==> config.mk <==
export PLATFORM = sky130hd
export DESIGN_NAME = key_event_gen_flat
export DESIGN_NICKNAME = d
export VERILOG_FILES = /design/src/rtl/key_pkg.sv /design/src/rtl/key_event_gen_if.sv /design/src/rtl/key_debounce.sv /design/src/rtl/key_event_gen.sv /design/src/flat_wrapper.sv
export SDC_FILE = /design/constraint.sdc
export NUM_CORES = 1
export LEC_CHECK = 0
export ABC_AREA = 0
export CELL_PAD_IN_SITES_DETAIL_PLACEMENT = 1
export CELL_PAD_IN_SITES_GLOBAL_PLACEMENT = 2
export CORE_ASPECT_RATIO = 0.7
export CORE_UTILIZATION = 25
export DETAILED_ROUTE_END_ITERATION = 8
export PLACE_DENSITY_LB_ADDON = 0.1
export SLEW_MARGIN = 40
export SYNTH_ARGS = -nofsm -noshare
export SYNTH_HDL_FRONTEND = slang
export SYNTH_SLANG_ARGS = --single-unit
==> constraint.sdc <==
create_clock -name clk -period 5.1 [get_ports clk]
set_input_delay 1.53 -clock clk [delete_from_list [all_inputs] [get_ports clk]]
set_output_delay 1.53 -clock clk [all_outputs]
set_load 0.02 [all_outputs]
==> src/rtl/key_pkg.sv <==
// Shared definitions for the push-button event path.
//   - Key index positions within the 5-bit key vectors.
//   - Per-key debounce FSM state encoding.
package key_pkg;

  localparam int NUM_KEYS    = 5;
  localparam int KEY_RESTART = 0;
  localparam int KEY_LEFT    = 1;
  localparam int KEY_RIGHT   = 2;
  localparam int KEY_UP      = 3;
  localparam int KEY_DOWN    = 4;

  typedef enum logic [1:0] {
    RELEASED     = 2'd0,
    PRESS_WAIT   = 2'd1,
    PRESSED      = 2'd2,
    RELEASE_WAIT = 2'd3
  } key_state_e;

endpackage

==> src/rtl/key_event_gen_if.sv <==
// Bundle between the board-pin side and the key event consumer.
//   key_raw      raw push-button levels [0]=restart [1]=left [2]=right [3]=up [4]=down
//   RESTARTdown  one-cycle press pulse, restart
//   LeftDown     one-cycle press pulse, left
//   RightDown    one-cycle press pulse, right
//   UpDown       one-cycle press pulse, up
//   DownDown     one-cycle press pulse, down
//   key_held     debounced pressed level per key, same bit order as key_raw
// master: drives key_raw, observes events. slave: the event generator.
interface key_event_gen_if;
  logic [4:0] key_raw;
  logic       RESTARTdown;
  logic       LeftDown;
  logic       RightDown;
  logic       UpDown;
  logic       DownDown;
  logic [4:0] key_held;

  modport master (
    output key_raw,
    input  RESTARTdown, LeftDown, RightDown, UpDown, DownDown, key_held
  );

  modport slave (
    input  key_raw,
    output RESTARTdown, LeftDown, RightDown, UpDown, DownDown, key_held
  );
endinterface

==> src/rtl/key_debounce.sv <==
// One push-button channel: 2-FF synchroniser, polarity normalisation, stability
// counter and debounce FSM.
//   clk, rst    system clock, asynchronous active-high reset
//   key_raw_i   raw pin level
//   held_o      debounced pressed level (1 = pressed)
//   rise_o      strobe, high in the cycle before held_o rises (press qualifies)
module key_debounce
  import key_pkg::*;
#(
  parameter int DEBOUNCE_CYC = 20000,
  parameter int CNT_W        = 15,
  parameter int ACTIVE_HIGH  = 1
) (
  input  logic clk,
  input  logic rst,
  input  logic key_raw_i,
  output logic held_o,
  output logic rise_o
);

  localparam logic             REL_LVL = (ACTIVE_HIGH != 0) ? 1'b0 : 1'b1;
  localparam logic [CNT_W-1:0] CNT_MAX = CNT_W'(DEBOUNCE_CYC);
  localparam logic [CNT_W-1:0] CNT_ONE = CNT_W'(1);

  function automatic logic [CNT_W-1:0] sat_inc(input logic [CNT_W-1:0] v);
    return (v >= CNT_MAX) ? CNT_MAX : v + CNT_ONE;
  endfunction

  logic             s1_q, s2_q;
  logic             sync;
  key_state_e       state_q, state_d;
  logic [CNT_W-1:0] cnt_q, cnt_d;
  logic             done;

  // Synchroniser resets to the released pin level so reset never looks like a press.
  always_ff @(posedge clk or posedge rst) begin
    if (rst) begin
      s1_q <= REL_LVL;
      s2_q <= REL_LVL;
    end else begin
      s1_q <= key_raw_i;
      s2_q <= s1_q;
    end
  end

  assign sync = (ACTIVE_HIGH != 0) ? s2_q : ~s2_q;

  always_ff @(posedge clk or posedge rst) begin
    if (rst) begin
      state_q <= RELEASED;
      cnt_q   <= '0;
    end else begin
      state_q <= state_d;
      cnt_q   <= cnt_d;
    end
  end

  // The cycle that would bring the count to DEBOUNCE_CYC is the acceptance cycle.
  assign done = (sat_inc(cnt_q) == CNT_MAX);

  always_comb begin
    state_d = state_q;
    cnt_d   = cnt_q;
    rise_o  = 1'b0;
    case (state_q)
      RELEASED: begin
        if (sync) begin
          state_d = PRESS_WAIT;
          cnt_d   = CNT_ONE;
        end
      end
      PRESS_WAIT: begin
        if (!sync) begin
          state_d = RELEASED;
          cnt_d   = '0;
        end else if (done) begin
          state_d = PRESSED;
          cnt_d   = '0;
          rise_o  = 1'b1;
        end else begin
          cnt_d = sat_inc(cnt_q);
        end
      end
      PRESSED: begin
        if (!sync) begin
          state_d = RELEASE_WAIT;
          cnt_d   = CNT_ONE;
        end
      end
      RELEASE_WAIT: begin
        if (sync) begin
          state_d = PRESSED;
          cnt_d   = '0;
        end else if (done) begin
          state_d = RELEASED;
          cnt_d   = '0;
        end else begin
          cnt_d = sat_inc(cnt_q);
        end
      end
      default: begin
        state_d = RELEASED;
        cnt_d   = '0;
      end
    endcase
  end

  // The debounced level is high in the states whose stable reference is "pressed".
  assign held_o = (state_q == PRESSED) || (state_q == RELEASE_WAIT);

endmodule

==> src/rtl/key_event_gen.sv <==
// Key event producer: debounces five raw buttons and emits registered one-cycle
// press pulses, arbitrating direction keys with a lockout until all directions
// are released. Restart is never arbitrated or locked.
//   clk, rst  system clock, asynchronous active-high reset
//   bus       key_event_gen_if.slave (key_raw in; pulses and key_held out)
// Build option: KEY_MULTI_REJECT_EN -- a direction press that overlaps any other
//   direction key (held or qualifying in the same cycle) issues no pulse and locks.
//   Undefined: same-cycle direction presses resolve Left > Right > Up > Down.
module key_event_gen
  import key_pkg::*;
#(
  parameter int DEBOUNCE_CYC = 20000,
  parameter int CNT_W        = 15,
  parameter int ACTIVE_HIGH  = 1
) (
  input  logic              clk,
  input  logic              rst,
  key_event_gen_if.slave    bus
);

  logic [NUM_KEYS-1:0] held;
  logic [NUM_KEYS-1:0] rise;
  logic [3:0]          dir_rise, dir_held, dir_pulse_d, dir_pulse_q;
  logic                rst_pulse_q;
  logic                dir_lock_q, dir_lock_d;

  for (genvar g = 0; g < NUM_KEYS; g++) begin : g_key
    key_debounce #(
      .DEBOUNCE_CYC (DEBOUNCE_CYC),
      .CNT_W        (CNT_W),
      .ACTIVE_HIGH  (ACTIVE_HIGH)
    ) u_deb (
      .clk       (clk),
      .rst       (rst),
      .key_raw_i (bus.key_raw[g]),
      .held_o    (held[g]),
      .rise_o    (rise[g])
    );
  end

  assign dir_rise = rise[KEY_DOWN:KEY_LEFT];
  assign dir_held = held[KEY_DOWN:KEY_LEFT];

`ifdef KEY_MULTI_REJECT_EN
  function automatic logic multi_bit(input logic [3:0] v);
    return (v & (v - 4'd1)) != 4'd0;
  endfunction
`else
  // Lowest set bit wins: bit 0 of the direction vector is Left.
  function automatic logic [3:0] lowest_bit(input logic [3:0] v);
    return v & (~v + 4'd1);
  endfunction
`endif

  always_comb begin
    dir_pulse_d = '0;
    dir_lock_d  = dir_lock_q;
    if ((dir_rise != '0) && !dir_lock_q) begin
`ifdef KEY_MULTI_REJECT_EN
      // A rising key's own held bit is still 0, so any held direction is "another" key.
      if (!multi_bit(dir_rise) && (dir_held == '0))
        dir_pulse_d = dir_rise;
`else
      dir_pulse_d = lowest_bit(dir_rise);
`endif
      dir_lock_d = 1'b1;
    end else if (dir_held == '0) begin
      dir_lock_d = 1'b0;
    end
  end

  // Output stage: pulses registered on the same edge the debounced level rises.
  always_ff @(posedge clk or posedge rst) begin
    if (rst) begin
      rst_pulse_q <= 1'b0;
      dir_pulse_q <= '0;
      dir_lock_q  <= 1'b0;
    end else begin
      rst_pulse_q <= rise[KEY_RESTART];
      dir_pulse_q <= dir_pulse_d;
      dir_lock_q  <= dir_lock_d;
    end
  end

  assign bus.RESTARTdown = rst_pulse_q;
  assign bus.LeftDown    = dir_pulse_q[0];
  assign bus.RightDown   = dir_pulse_q[1];
  assign bus.UpDown      = dir_pulse_q[2];
  assign bus.DownDown    = dir_pulse_q[3];
  assign bus.key_held    = held;

endmodule
==> src/flat_wrapper.sv <==
// flat-port wrapper written by rule: the top's interface ports become plain ports
module key_event_gen_flat import key_pkg::*;
#(
  parameter int DEBOUNCE_CYC = 20000,
  parameter int CNT_W        = 15,
  parameter int ACTIVE_HIGH  = 1
)
  (clk, rst, bus_key_raw, bus_RESTARTdown, bus_LeftDown, bus_RightDown, bus_UpDown, bus_DownDown, bus_key_held);
  key_event_gen_if bus_i ();
  input  logic clk;
  input  logic rst;
  input wire logic [$bits(bus_i.key_raw)-1:0] bus_key_raw;
  output wire logic [$bits(bus_i.RESTARTdown)-1:0] bus_RESTARTdown;
  output wire logic [$bits(bus_i.LeftDown)-1:0] bus_LeftDown;
  output wire logic [$bits(bus_i.RightDown)-1:0] bus_RightDown;
  output wire logic [$bits(bus_i.UpDown)-1:0] bus_UpDown;
  output wire logic [$bits(bus_i.DownDown)-1:0] bus_DownDown;
  output wire logic [$bits(bus_i.key_held)-1:0] bus_key_held;
  assign bus_i.key_raw = bus_key_raw;
  assign bus_RESTARTdown = bus_i.RESTARTdown;
  assign bus_LeftDown = bus_i.LeftDown;
  assign bus_RightDown = bus_i.RightDown;
  assign bus_UpDown = bus_i.UpDown;
  assign bus_DownDown = bus_i.DownDown;
  assign bus_key_held = bus_i.key_held;
  key_event_gen #(.DEBOUNCE_CYC(DEBOUNCE_CYC), .CNT_W(CNT_W), .ACTIVE_HIGH(ACTIVE_HIGH)) u_core (.clk(clk), .rst(rst), .bus(bus_i));
endmodule
# Word level (Yosys, flattened, before mapping)
# Index checks and enable logic that the tools add are counted.
[totals]
register_bits = 101
latchBits = 0
ram_bits = 0
mem_bits_ro = 0
inputBits = 7
output_inout_bits = 10
word_cells = 189
mem_count = 0
[classes]
add_sub_neg = 6
multipliers = 0
div_mod_pow = 0
magnitude_cmp = 5
eq_ne = 40
shifts = 0
mux = 88
bitwise_logic = 2
n_reduce_logical = 25
[op_table]
columns = ["cell", "count"]
rows = [
  ["$mux W15", 30],
  ["$pmux W15 S4", 5],
  ["$add A15 B1 Y15 const B", 5],
  ["$eq A15 B15 Y1 const B", 5],
  ["$ge A15 B15 Y1 const B", 5],
  ["$mux W2", 30],
  ["$pmux W2 S4", 5],
  ["$ne A3 B3 Y1 const B", 10],
  ["$eq A2 B2 Y1 const B", 10],
  ["$ne A2 B2 Y1 const B", 10],
  ["$reduce_and A4 Y1", 5],
  ["$mux W1", 17],
  ["$eq A2 B1 Y1 const B", 5],
  ["$logic_not A2 Y1", 5],
  ["$reduce_and A2 Y1", 5],
  ["$logic_or A1 B1 Y1", 5],
  ["$add A4 B1 Y4 const B", 1],
  ["$and A4 B4 Y4", 1],
  ["$logic_not A4 Y1", 1],
  ["$mux W4", 1],
  ["$not A4 Y4", 1],
  ["$reduce_bool A4 Y1", 1],
  ["$reduce_bool A2 Y1", 1],
  ["$logic_and A1 B1 Y1", 1],
  ["$logic_not A1 Y1", 1],
]

# Depth between registers and ports, before layout
[logic_depth]
ltp_word = 10
mapped_depth = 12
mapped_depth_nobuf = 9

# Cells and area by module
# From an unflattened synthesis, not the netlist that was laid out.
[unflattened]
cells_unflattened = 813
hier_area_um2 = 7018.0
[by_module_without_submodules]
columns = ["mod", "instances", "cells_each", "area_each_um2"]
rows = [
  ["key_debounce at u_core.g_key[0].u_deb ...", 4, 163, 1383.8],
  ["key_debounce at u_core.g_key[4].u_deb", 1, 146, 1270.0],
  ["key_event_gen", 1, 15, 212.7],
]

# Least setup slack after synthesis
# No wires, ideal clock.
[synth_timing]
path_type = "flip-flop to flip-flop"
start = "reg u_core.g_key[0].u_deb.cnt_q[0]"
end = "reg with a tool-made name"
setup_ps = 125
t_arrival_ps = 2562
t_required_ps = 4975
slack_ps = 2413
stages_incl_launch_ff = 10
synth_period_minus_slack_ps = 2687
path_cell_list = "dfrtp_1 ha_1 buf_6 and4_4 buf_6 a2111o_1 and3_1 o41ai_2 and3_2 mux2_2"
[synth_rtl]
columns = ["element", "line", "text"]
rows = [
  ["start: declaration", "key_debounce.sv:32", "logic [CNT_W-1:0] cnt_q, cnt_d;"],
  ["start signal: assignment", "key_debounce.sv:54", "cnt_q <= cnt_d;"],
]

# Worst setup path after layout
[layout_timing]
start = "reg u_core.g_key[1].u_deb.cnt_q[0]"
end = "reg u_core.dir_pulse_q[0]"
[layout_via]
elab_chain_cells = 10
[layout_rtl]
columns = ["element", "line", "text"]
rows = [
  ["start: declaration", "key_debounce.sv:32", ""],
  ["start signal: assignment", "key_debounce.sv:54", ""],
  ["$add A15 B1 Y15 / $ge A15 B15 Y1 (equally long branches)", "key_debounce.sv:26", "return (v >= CNT_MAX) ? CNT_MAX : v + CNT_ONE;"],
  ["$mux W15 *", "key_debounce.sv:26", ""],
  ["$eq A15 B15 Y1 *", "key_debounce.sv:59", "assign done = (sat_inc(cnt_q) == CNT_MAX);"],
  ["$mux W1 *", "key_debounce.sv:76", "end else if (done) begin"],
  ["$mux W1 *", "key_debounce.sv:73", "if (!sync) begin"],
  ["$mux W1 *", "key_debounce.sv:65", "case (state_q)"],
  ["$not A4 Y4", "key_event_gen.sv:51", "return v & (~v + 4'd1);"],
  ["$add A4 B1 Y4", "key_event_gen.sv:51", ""],
  ["$and A4 B4 Y4", "key_event_gen.sv:51", ""],
  ["$mux W4 *", "key_event_gen.sv:58", "if ((dir_rise != '0) && !dir_lock_q) begin"],
  ["via u_core.dir_pulse_d[0]", "key_event_gen.sv:23", "logic [3:0] dir_rise, dir_held, dir_pulse_d, dir_pulse_q;"],
  ["end signal: assignment", "key_event_gen.sv:80", "dir_pulse_q <= dir_pulse_d;"],
  ["end: declaration", "key_event_gen.sv:23", ""],
]
# The timed path passes the listed nets; every way through them passes the cells marked *.
# A chain may end at the register's enable or synchronous reset.

==> results.tsv <==
metric	value	unit
grt_use_met2	21.0	%
rsz0062_at_grt	false	
async_flop_share	100	%
status	completed	
rows	48	
cts-root-buf	clkbuf_16	
routed_wl	18.3	mm
final_core_util	27.9	%
die_area	26300	µm²
yosysSeqAreaShare	39.4	%
finalNonFillerCells	1037	
place_congestion	0.779	
r2r_cells	8	
synth_flop_cell	dfrtp_1	
fp.dieH	136	µm
cp_slowest_cell	nor4b_1	
maxCapViolations	0	
synth_common_cells	101 x dfrtp_1, 76 x nand2_1, 45 x o21ai_0	
hp-class	reg -> reg	
worstPathRequired	5290	ps
yosysMostFrequentCell	dfrtp_1	
power.leakage	2.82	nW
grt_pass1_vias	5399	
syn-cell-area	6420	µm²
cts_buffers	9	
fin_crit_sh	61.4	%
finClkSkew	7.02	ps
cts_max_level	3	
fp.coreArea	24900	µm²
relSlewSlack	43.1	%
worst_pin_slew	850	ps
synth_top_area_cell	dfrtp_1	
cp.depth	8	
tns	0	ps
ant_nets	0	
worstPathArrival	3330	ps
drt_iter0_drc	307	
ys_seq_elements	101	
path_cells	ha_1, nand4_1, nor3_1, a31oi_1, nor3_1, a31oi_2, nand2b_1, nor4b_1	
max-vdd-ir-drop	0.148	mV
r2r_start	u_core.g_key[1].u_deb.cnt_q[0]	
yosysUniqueCellTypes	68	
grt_max_degree	53	
crit_start	u_core.g_key[1].u_deb.cnt_q[0]	
synth-edff-count	0	
grt_antenna_before_repair	0	
cts_buffer_depth	2	
synth_nets	767	
cts_tree	yes	
crit_family	simple AND/OR/NAND/NOR gates	
n_antenna_cell	0	
grt_overflow_total	0	
grt.met1_usage	21.6	%
synthTopCellsByArea	dfrtp_1 39%, nand2_1 4.4%, o21ai_0 3.5%, a31oi_1 3.4%, nand3_1 3.1%	
whs_path_depth	0	
cpMostUsedCell	nor3_1	
wl_per_cell	17.7	µm
drtPass1Iterations	4	
fp.dieW	194	µm
viasPerCell	5.28	
ctsResizeCount	0	
port_buffers	16	
setup_viol	0	
crit_type	reg -> reg	
num-nets-final	724	
met3_usage	3.03	%
ys_warn_count	0	
ctsHoldBuffers	0	
netlist_instances	750	
start_util	25.8	%
grt_use_total	14.5	%
drv_slew	0	
drive_above_1_share	6.04	%
hold_viol	0	
post-dp-hpwl	13.0	mm
synth_top_area_share	39.4	%
worst-path-buf-inv	0	
post-cts-setup-buffer-count	0	
path_max_fanout	12	
clk_latency	360	ps
cts_sinks	101	
drc	0	
fin_crit	3130	ps
cpPeakStageDelay	560	ps
p_per_area	259	nW/µm²
max_freq	319	MHz
worstHoldStart	u_core.g_key[4].u_deb.s1_q	
syn2layout_area_growth	8.44	%
io_pins	17	
end_kind	flop	
placed_cells	1021	
power	1.80	mW
syn_area_per_cell	8.56	µm²
num_vias	5480	
grt_first_pass_wirelength	30.1	mm
start_kind	flop	
busiest_layer	met1	
clk_pin_slew	70	ps
-- worst reg2reg max path, stage by stage, from the launching register on --
cell	delay, ps
dfrtp_1	480
ha_1	330
nand4_1	250
nor3_1	370
a31oi_1	170
nor3_1	240
a31oi_2	290
nand2b_1	280
nor4b_1	560
-- flip-flops by register name, summed over array words and instances, names as in the netlist, named ones only --
signal / count
u_core.g_key.u_deb.s1_q: 5
u_core.dir_pulse_q: 4
u_core.g_key.u_deb.cnt_q: 75
u_core.g_key.u_deb.state_q: 5
u_core.bus.RESTARTdown: 1
u_core.g_key.u_deb.s2_q: 5
u_core.dir_lock_q: 1
-- logic make-up (layout without fill, tap and decap cells) --
group / count (synthesis) / in the layout / share of synthesized area (%)
AOI/OAI and AO/OA: 194 / 194 / 20.4
xor gates and xnor gates: 31 / 31 / 4.23
adders and majority gates: 10 / 10 / 1.95
buffers and inverters: 99 / 61 / 7.21
DFF: 101 / 101 / 39.4
muxes: 9 / 9 / 1.52
and+or+nand+nor: 306 / 306 / 25.3
-- per-stage QoR --
step	hold slack [ps]	worst slack, ps	instance area, µm²
after CTS	356	1950	6960
after detailed placement	338	2000	6670
after global placement	334	1970	6660
final	351	1970	6960
after floorplan	331	923	6420
after global routing	359	1680	6960
-- layer usage --
layer | wire length [µm] | up-vias
met1 | 10100 | 2774
met2 | 7590 | 45
met4 | 190 | 0
met3 | 462 | 13
met5 | 0 | -
li1 | - | 2648
-- path summary, 6_finish.rpt --
check | end | slack (ps)
min in group asynchronous | u_core.g_key[4].u_deb.cnt_q[11] | 1640
max in group asynchronous | u_core.g_key[3].u_deb.cnt_q[5] | 2710
worst max-delay path | u_core.dir_pulse_q[0] | 1970
worst min register to register | u_core.g_key[4].u_deb.s2_q | 350
worst min-delay path | u_core.g_key[4].u_deb.s2_q | 350
worst max register to register | u_core.dir_pulse_q[0] | 1970
-- cell usage in the layout, fill, tap and decap left out, types with 15 or more instances in the layout --
cell type | synthesis | routed
xnor2_1 | 16 | 16
clkdlybuf4s50_1 | 0 | 16
and3_1 | 18 | 18
inv_1 | 27 | 26
o21ai_0 | 45 | 45
nor3_1 | 19 | 19
nand2_1 | 76 | 76
xor2_1 | 15 | 15
dfrtp_1 | 101 | 101
a21oi_1 | 26 | 26
nand4_1 | 24 | 24
nor2_1 | 43 | 43
a31oi_1 | 35 | 34
nand3_1 | 40 | 40
-- layout make-up --
cell class	instances	area, µm²
sequential	101	2530
multi-input combinational	550	3440
inverter	27	104
timing repair buffer	18	188
clock inverter	6	63.8
fill	2897	18000
tap	325	407
clock buffer	10	229
-- power breakdown --
group	internal [mW]	switching, mW	leakage [nW]
clock	0.381	0.332	0.138
sequential	0.834	0.0747	1.36
combinational	0.0693	0.114	1.32
total	1.28	0.520	2.82
Note: power is estimated with default switching activity, not from simulation.
